## src/rtl/mem_bus_ctrl.sv

```systemverilog
// CPU MEM-stage to external bus bridge: one outstanding transfer, IDLE -> REQ -> DONE.
// Optional bus timeout with sticky error is enabled by defining MEMBUS_TIMEOUT_EN.
module mem_bus_ctrl #(
  parameter int unsigned TIMEOUT  = 255,
  parameter logic [31:0] ERR_DATA = 32'hDEADBEEF
) (
  input  logic        clk,
  input  logic        rst_n,
  input  logic [31:0] cpu_addr,
  input  logic        cpu_memread,
  input  logic        cpu_memwrite,
  input  logic [31:0] cpu_wdata,
  output logic [31:0] cpu_rdata,
  output logic        cpu_ready,
  output logic        bus_req,
  output logic        bus_we,
  output logic [31:0] bus_addr,
  output logic [31:0] bus_wdata,
  input  logic [31:0] bus_rdata,
  input  logic        bus_ack,
  output logic        bus_err
);

  typedef enum logic [1:0] {StIdle, StReq, StDone} state_e;

  state_e state;
  logic   req_any;

  assign req_any   = cpu_memread | cpu_memwrite;
  assign cpu_ready = ((state == StIdle) && !req_any) || (state == StDone);

  // Byte lane bits never reach the word-addressed bus.
  logic [1:0] unused_addr_lsb;
  assign unused_addr_lsb = cpu_addr[1:0];

`ifdef MEMBUS_TIMEOUT_EN
  localparam int unsigned CntW = (TIMEOUT > 255) ? $clog2(TIMEOUT + 1) : 8;

  logic [CntW-1:0] cnt;
  logic            timeout_hit;

  // Fires on the edge that would complete the TIMEOUT-th REQ cycle.
  assign timeout_hit = (32'(cnt) + 32'd1) >= TIMEOUT;
`else
  logic [63:0] unused_cfg;
  assign unused_cfg = {TIMEOUT, ERR_DATA};
  assign bus_err    = 1'b0;
`endif

  always_ff @(posedge clk or negedge rst_n) begin
    if (!rst_n) begin
      state     <= StIdle;
      bus_req   <= 1'b0;
      bus_we    <= 1'b0;
      bus_addr  <= '0;
      bus_wdata <= '0;
      cpu_rdata <= '0;
`ifdef MEMBUS_TIMEOUT_EN
      cnt       <= '0;
      bus_err   <= 1'b0;
`endif
    end else begin
      unique case (state)
        StIdle: begin
          if (req_any) begin
            bus_addr  <= {cpu_addr[31:2], 2'b00};
            bus_wdata <= cpu_wdata;
            bus_we    <= cpu_memwrite;
            bus_req   <= 1'b1;
            state     <= StReq;
`ifdef MEMBUS_TIMEOUT_EN
            cnt       <= '0;
`endif
          end
        end
        StReq: begin
          if (bus_ack) begin
            if (!bus_we) cpu_rdata <= bus_rdata;
            bus_req <= 1'b0;
            state   <= StDone;
          end
`ifdef MEMBUS_TIMEOUT_EN
          else if (timeout_hit) begin
            if (!bus_we) cpu_rdata <= ERR_DATA;
            bus_err <= 1'b1;
            bus_req <= 1'b0;
            state   <= StDone;
          end else begin
            cnt <= cnt + 1'b1;
          end
`endif
        end
        StDone: state <= StIdle;
        default: state <= StIdle;
      endcase
    end
  end

endmodule
```

## config.mk

```make
export PLATFORM = sky130hd
export DESIGN_NAME = mem_bus_ctrl
export DESIGN_NICKNAME = d
export VERILOG_FILES = /design/src/rtl/mem_bus_ctrl.sv
export SDC_FILE = /design/constraint.sdc
export NUM_CORES = 1
export LEC_CHECK = 0
export ABC_AREA = 1
export BUFFER_PORTS_ARGS = -buffer_cell sky130_fd_sc_hd__buf_2
export CAP_MARGIN = 10
export CORE_ASPECT_RATIO = 1.2
export CORE_MARGIN = 3
export CORE_UTILIZATION = 41
export CTS_CLUSTER_SIZE = 14
export DETAILED_ROUTE_END_ITERATION = 10
export HOLD_SLACK_MARGIN = 0.05
export PLACE_DENSITY = 0.83
export SLEW_MARGIN = 20
export SYNTH_ARGS = -nofsm -noshare
export SYNTH_HDL_FRONTEND = slang
export SYNTH_SLANG_ARGS = --single-unit
```

## constraint.sdc

```tcl
create_clock -name clk -period 1.25 [get_ports clk]
set_input_delay 0.125 -clock clk [delete_from_list [all_inputs] [get_ports clk]]
set_output_delay 0.125 -clock clk [all_outputs]
set_load 0.01 [all_outputs]
```

==> key figures <==
GRT
  • Initial antenna violation count: 0
  • Vias in the first global route: ~4,300
  • First-pass GRT wire length: around 20 mm
  • GRT Total Usage: 24.2%
  • Largest net degree at the start of global routing: 59
  • Grt total ovfl: 0

Power and ir drop
  • Sequential power share: between 30% and 40%
  • Combinational fraction of design power: 46.7%
  • Net Sw Frac: 41.4%
  • Power, Total: 14.3 mW
  • Max VDD drop: 1.21 mV
  • Pleak: 3.57 nW
  • Clock share of power: 14.0%
  • PwrDens: approximately 2200 mW/mm^2
  • Int Power: around 8.4 mW
  • Switch Pwr: around 5.9 mW

Critical path
  • Worst setup SP type: register
  • CP Data Required Time: ~1.5 ns
  • Crit-path max cell delay: approximately 0.45 ns
  • CP bufs+invs: 2
  • CP dominant cell by count: nand2_1
  • CP max-delay cell: dfrtp_2
  • Top delay family on crit path: flip-flops
  • Critical Path AT: 1.54 ns
  • Cell Chain, Critical Path: buf_6, nor2_4, nand2_4, buf_12, nand2_1, nand2_1
  • Crit path kind: register to register
  • Critical Path Fanout Max: 8
  • Worst setup EP type: register

Finish
  • Post-layout util: 69.6%
  • Final Cell Area: 0.00639 sq mm
  • Area growth from synthesis to layout: 63.2%
  • # fillers: between 600 and 700
  • Total Nets Final: 828
  • Layout cell share with drive strength beyond 1: 35.7%

STA
  • Fin crit share: 104%
  • RSZ-0062 raised after global routing: true
  • Max-slew violation count: 0
  • Final Setup Violations: 20
  • Max Freq: 0.770 GHz
  • Final Hold Fails: 0
  • Final Critical Period: 1.30 ns
  • Final setup margin: -0.0480 ns
  • Clk_skew: 0.0140 ns

Clock network
  • Clock buffer depth: 2
  • Clock root cell: clkbuf_8
  • Clock-pin slew on the worst setup and hold paths: 0.10 ns
  • H-tree Lvls: 3
  • Inserted Clock Buffers: 9
  • Clock sinks: 98
  • CTS tree: yes
  • Worst-skew pair later-pin latency: 0.35 ns

Die
  • Die W: 95.2 um
  • # IOs: 201
  • Std-Cell Rows: 38
  • Core area: about 0.0092 sq mm
  • Die Footprint: 0.0108 sq mm
  • Initial Utilization: 42.6%
  • Die extent in y: 113 um

Outcome
  • Failing checks: negative setup slack
  • Run status: complete, but fails checks

Hold path
  • Worst hold-check path type: input port to register

Synth
  • Cell area after synthesis: 0.00391 sq mm
  • Yosys cell types: 16
  • Yosys top cell by area: dfrtp_1
  • Number of enable flip-flop cells after synthesis: 0
  • FFs w/ async S/R, synth: 100%
  • Syn avg cell area: 9.04 sq um
  • Yosys Warn Count: 0
  • Area contributors post-synth: dfrtp_1 (63%), nand2_1 (19%), nand3_1 (12%)
  • Yosys top cell area share: 62.7%
  • Dominant synthesized flop cell: dfrtp_1
  • Seq/Total Area, Yosys: 62.7%
  • Register bit count reported by yosys: 98
  • Post-Synthesis Cells: ~430

Route
  • DR DRC count: 0
  • Vias per std cell: between 5 and 6
  • 1st-iter DRT viols: 277
  • Via Count: 4,336
  • TritonRoute pass-1 iters: 5
  • Wirelength per Cell: 16.6 um
  • Routed Antenna Nets: 0
  • Final WL: 14.2 mm

Place
  • Placed inst area: a little over 0.005 sq mm
  • I/O Buffers: 195
  • HPWL reported at the end of detailed placement: a little under 8 mm
  • Routability cong.: between 0.7 and 0.8

Run
  • Max-cap violations: 0
-- Yosys cell counts (2+ instances only) --
master    instances
inv_1             3
nand2_1         196
buf_6             4
nand3_1          94
clkbuf_1          8
buf_4             5
dfrtp_1          98
inv_2             4
buf_2            13
nor2_4            2
-- layout by cell type, fill, tap and decap left out, drive strengths merged --
cell type    count
dlygate4sd3     97
clkbuf          13
nor2             3
clkinv           4
nand3           94
conb             3
bufinv           1
a21oi            1
dfrtp           98
diode            1
buf            212
o21ai            1
inv              8
nand2          197
-- per-layer routing --
metal | wire [um] | GRT usage (%) | vias to the layer above
li1 | - | - | 1953
met1 | 4900 | 25.3 | 2060
met2 | 7370 | 43.1 | 264
met3 | 1290 | 6.72 | 59
met4 | 637 | 13.2 | 0
met5 | 0 | 0 | -
-- flip-flops by register name, summed over array words and instances, names as in the netlist --
| register | flops |
|---|---|
| cpu_rdata | 32 |
| bus_we | 1 |
| state | 2 |
| bus_addr | 30 |
| bus_wdata | 32 |
| bus_req | 1 |
-- power groups by stage --
stage | combinational (mW) | sequential [mW] | clock [mW]
after global placement | 5.62 | 5.47 | 0
final | 6.66 | 5.61 | 2.01
after detailed placement | 5.83 | 5.53 | 0
after CTS | 6.07 | 5.50 | 2.06
after floorplan | 2.58 | 6.22 | 0
after global routing | 7.29 | 5.76 | 2.19
-- what timing repair did --
action,CTS,global route
resized for setup,2,26
setup endpoints to repair,1,74
hold endpoints to repair,194,1
pin swaps,0,5
hold buffers,96,1
gates cloned,0,4
setup buffers,1,0
-- worst min-delay path: cells and delay by family --
family / cells / cell delay, ns
buffers and inverters: 2 / 0.12
AND/OR/NAND/NOR: 3 / 0.35
-- area by class of cell --
class,count,area (sq um),area share (%)
Sequential cell,98,2450,38.4
Timing Repair Buffer,312,2230,35.0
Multi-Input combinational cell,299,1330,20.8
Tap cell,120,150,2.35
Clock buffer,10,128,2.00
Clock inverter,6,66.3,1.04
Inverter,7,26.3,0.411
Antenna cell,1,2.50,0.0392
-- through the flow --
step	hold WS (ns)	setup TNS [ns]	instances	setup WS, ns
final	0.267	-0.468	853	-0.0480
after global routing	0.282	-2.55	852	-0.0935
after CTS	0.0532	-0.00519	847	-0.00519
after detailed placement	0.141	0	734	0.0572
after global placement	0.135	0	734	0.116
after floorplan	-0.171	0	435	0.0489
-- final timing paths --
kind	to	depth (start not counted)	startpoint	slack, ns
worst max-delay path	cpu_rdata[22]$_DFFE_PN0P_	6	state[1]$_DFFE_PN0P_	-0.05
worst min-delay path	bus_wdata[25]$_DFFE_PN0P_	5	cpu_memread	0.27
worst max register to register	cpu_rdata[22]$_DFFE_PN0P_	6	state[1]$_DFFE_PN0P_	-0.05
worst min register to register	bus_wdata[2]$_DFFE_PN0P_	2	bus_wdata[2]$_DFFE_PN0P_	0.47
max in group asynchronous	bus_wdata[18]$_DFFE_PN0P_	3	rst_n	0.48
min in group asynchronous	bus_addr[21]$_DFFE_PN0P_	3	rst_n	0.32
-- cells by family (layout without fill, tap and decap cells) --
logic type / after synthesis / count (layout) / synth area share [%]
and+or+nand+nor: 294 / 294 / 31.7
buffers and inverters: 38 / 335 / 5.31
AOI/OAI and AO/OA: 2 / 2 / 0.256
DFF: 98 / 98 / 62.7
other: 1 / 4 / 0.0958
No activity file was read; power rests on OpenSTA's default activity.
